`config.mk`:
```
export PLATFORM = sky130hd
export DESIGN_NAME = instr_counter
export DESIGN_NICKNAME = d
export VERILOG_FILES = /design/src/rtl/control_unit_fsm_instr_counter.sv
export SDC_FILE = /design/constraint.sdc
export NUM_CORES = 1
export LEC_CHECK = 0
export ABC_AREA = 0
export CAP_MARGIN = 25
export CORE_AREA = 2 2 39 41
export CTS_BUF_LIST = sky130_fd_sc_hd__clkbuf_16
export CTS_CLUSTER_SIZE = 12
export DETAILED_ROUTE_END_ITERATION = 10
export DIE_AREA = 0 0 41 43
export PLACE_DENSITY = 0.61
export SETUP_SLACK_MARGIN = 0.1
export SLEW_MARGIN = 30
export SYNTH_ARGS = -nofsm -noshare
export SYNTH_HDL_FRONTEND = slang
export SYNTH_SLANG_ARGS = --single-unit
```
`constraint.sdc`:
```
create_clock -name clk -period 1.5 [get_ports clk]
set_input_delay 0.3 -clock clk [delete_from_list [all_inputs] [get_ports clk]]
set_output_delay 0.3 -clock clk [all_outputs]
set_load 0.005 [all_outputs]
```
`src/rtl/control_unit_fsm_instr_counter.sv`:
```
// ---------------------------------------------------------------------------
// instr_counter
// CNT_W-bit wrapping up-counter used to count fetched instructions.
// Ports:
//   clk   : rising-edge clock
//   clr_n : asynchronous active-low clear (count returns to 0 immediately)
//   inc   : count up by one on this edge
//   count : registered count value, wraps 2^CNT_W-1 -> 0
// ---------------------------------------------------------------------------
module instr_counter #(
    parameter int CNT_W = 8
) (
    input  logic             clk,
    input  logic             clr_n,
    input  logic             inc,
    output logic [CNT_W-1:0] count
);

    logic [CNT_W-1:0] count_r;

    // Counter register: async clear, natural modulo-2^CNT_W wrap on increment.
    always_ff @(posedge clk or negedge clr_n) begin
        if (!clr_n) begin
            count_r <= '0;
        end else if (inc) begin
            count_r <= count_r + CNT_W'(1'b1);
        end else begin
            count_r <= count_r;
        end
    end

    assign count = count_r;

endmodule : instr_counter

```
==> impl_metrics.env <==
export IMPL_row_count=14
export IMPL_drc=0
export IMPL_largest_reg_flops=8
export IMPL_routed_wl_um=680
export IMPL_vias=276
export IMPL_grt_use_total=0.100
export IMPL_hold_viol=0
export IMPL_wl_per_cell_um=10.8
export IMPL_yosysSeqAreaShare=0.593
export IMPL_grt_pass1_vias=268
export IMPL_port_buffers=10
export IMPL_nNetsFinal=53
export IMPL_ys_top_cells_by_area="dfrtp_1 (59%), xor2_1 (10%), xnor2_1 (7.8%), nand4_1 (5.6%), ha_1 (3.7%)"
export IMPL_synth_top_area_share=0.593
export IMPL_fp_dieArea_um2=1760
export IMPL_period_share=0.919
export IMPL_start_kind="flop"
export IMPL_path_depth=1
export IMPL_rsz0062_at_grt="no"
export IMPL_max_cap_violations=0
export IMPL_areaGrowthSynthToFinish_pct=78.5
export IMPL_setup_ws_ps=121
export IMPL_crit_chain="clkdlybuf4s50_1"
export IMPL_path_max_fanout=2
export IMPL_skew_ps=1.77
export IMPL_powerDensity_nw_per_um2=2230
export IMPL_avgSynthCellArea_um2=13.0
export IMPL_crit_start="count[6]"
export IMPL_syn_area_um2=338
export IMPL_finalSetupViolations=0
export IMPL_cpPeakStageDelay_ps=500
export IMPL_cts_htree_levels=1
export IMPL_synthCells=26
export IMPL_die_h_um=43
export IMPL_antenna_cells=0
export IMPL_regToRegSetupSlack_ps=300
export IMPL_die_x_um=41
export IMPL_cts_made_buffers=3
export IMPL_reg2reg_depth=3
export IMPL_status="complete, no violations"
export IMPL_clockBufferDepth=2
export IMPL_grt_overflow_total=0
export IMPL_initial_utilization=0.244
export IMPL_layout_common_cells="buf_4 (8), clkdlybuf4s50_1 (7), dfrtp_1 (6)"
export IMPL_worstSetupPathType="reg2out"
export IMPL_total_leakage_power_nw=0.308
export IMPL_ios=11
export IMPL_crit_slowest_cell="clkdlybuf4s50_1"
export IMPL_dpl_hpwl_um=462
export IMPL_cts_root_buf="clkbuf_16"
export IMPL_drive_gt1_frac=0.340
export IMPL_synth_top_area_cell="dfrtp_1"
export IMPL_clock_latency_ps=230
export IMPL_hold_buffers=0
export IMPL_critPathCaptureType="primary output"
export IMPL_final_util=0.436
export IMPL_antenna_found_initial=0
export IMPL_drv_slew=0
export IMPL_tns_ps=0
export IMPL_ant_nets=0
export IMPL_grt_max_degree=9
export IMPL_ys_ff_latch=8
export IMPL_cts_num_sinks=8
export IMPL_viasPerCell=4.38
export IMPL_layout_commonest_cell="buf_4"
export IMPL_clk_pin_slew_worst_paths_ps=40
export IMPL_tritoncts="built"
export IMPL_slew_headroom=0.750
export IMPL_r2r_start="count[0]"
export IMPL_synth_distinct_cells=10
export IMPL_post_place_ws_ps=64.3
export IMPL_critPathArrivalTime_ps=1080
export IMPL_hold_class="in2async"
export IMPL_cp_top_family="buffers and inverters"
export IMPL_gp_congestion=0.671
export IMPL_layout_min_cycle_time_ps=1380
export IMPL_cp_buffers_inverters=1
export IMPL_max_freq_ghz=0.725
export IMPL_grt_pass1_wl_um=1120
export IMPL_synth_nets=30
export IMPL_ys_warn_count=0
export IMPL_worst_slew_pin_slew_ps=373
export IMPL_drtIter0Drc=4
export IMPL_crit_required_ps=1200
export IMPL_r2r_end="count[1]"
export IMPL_core_area_um2=1380
export IMPL_drt_pass1_iter_count=2
export IMPL_vdd_drop_max_v=0.000749
routing by layer:
| metal | vias to the layer above | part of all wire | routed length, um | track usage |
|---|---|---|---|---|
| met2 | 12 | 0.41 | 276 | 0.119 |
| met3 | 2 | 0.088 | 60 | 0.0471 |
| li1 | 131 | - | - | - |
| met1 | 131 | 0.48 | 324 | 0.132 |
| met4 | 0 | 0.028 | 19 | 0.0800 |
| met5 | - | 0 | 0 | 0 |
worst max path at each step:
stage,endpoint,slack (ps)
2_1_floorplan,count[1],410
3_3_place_gp,count[5],120
3_5_place_dp,count[5],60
4_1_cts,count[2],40
5_1_grt,count[2],100
6_report,count[6],120
where the power goes:
group / internal [mW] / switching, mW / leakage (nW)
registers: 0.315 / 0.0447 / 0.0978
clock network: 0.343 / 0.103 / 0.0370
logic: 0.335 / 0.204 / 0.173
total: 0.993 / 0.352 / 0.308
per-stage QoR:
stage / hold WS (ps) / instance area [um2] / instances / power (mW)
2_1_floorplan: 4.41 / 338 / 26 / 0.555
3_3_place_gp: 459 / 458 / 52 / 0.775
3_5_place_dp: 461 / 458 / 52 / 0.784
4_1_cts: 370 / 581 / 61 / 1.35
5_1_grt: 390 / 603 / 63 / 1.43
6_report: 354 / 603 / 63 / 1.34
cell type report:
| class | instances | area, um2 |
|---|---|---|
| clock buffer | 3 | 75.1 |
| fill | 130 | 781 |
| multi-input combinational | 18 | 138 |
| sequential | 8 | 203 |
| tap | 16 | 20.0 |
| timing repair buffer | 18 | 168 |
cells in the mapped netlist:
cell type / n
nand4_2: 1
xnor2_1: 3
xor2_1: 4
ha_1: 1
nor2_1: 2
nand2_1: 2
nand4_1: 3
dfrtp_1: 8
mux2_2: 1
nor2_2: 1
cells by family after synthesis:
| family | synth area share |
|---|---|
| and+or+nand+nor | 0.156 |
| DFF | 0.593 |
| xor gates and xnor gates | 0.181 |
| muxes | 0.0333 |
| adders and majority gates | 0.0370 |
timing repair:
| item | in CTS | in global routing |
|---|---|---|
| setup buffers | 6 | 2 |
| gates resized for setup | 2 | 3 |
| setup endpoints to repair | 7 | 5 |
Note: power is estimated with default switching activity, not from simulation.
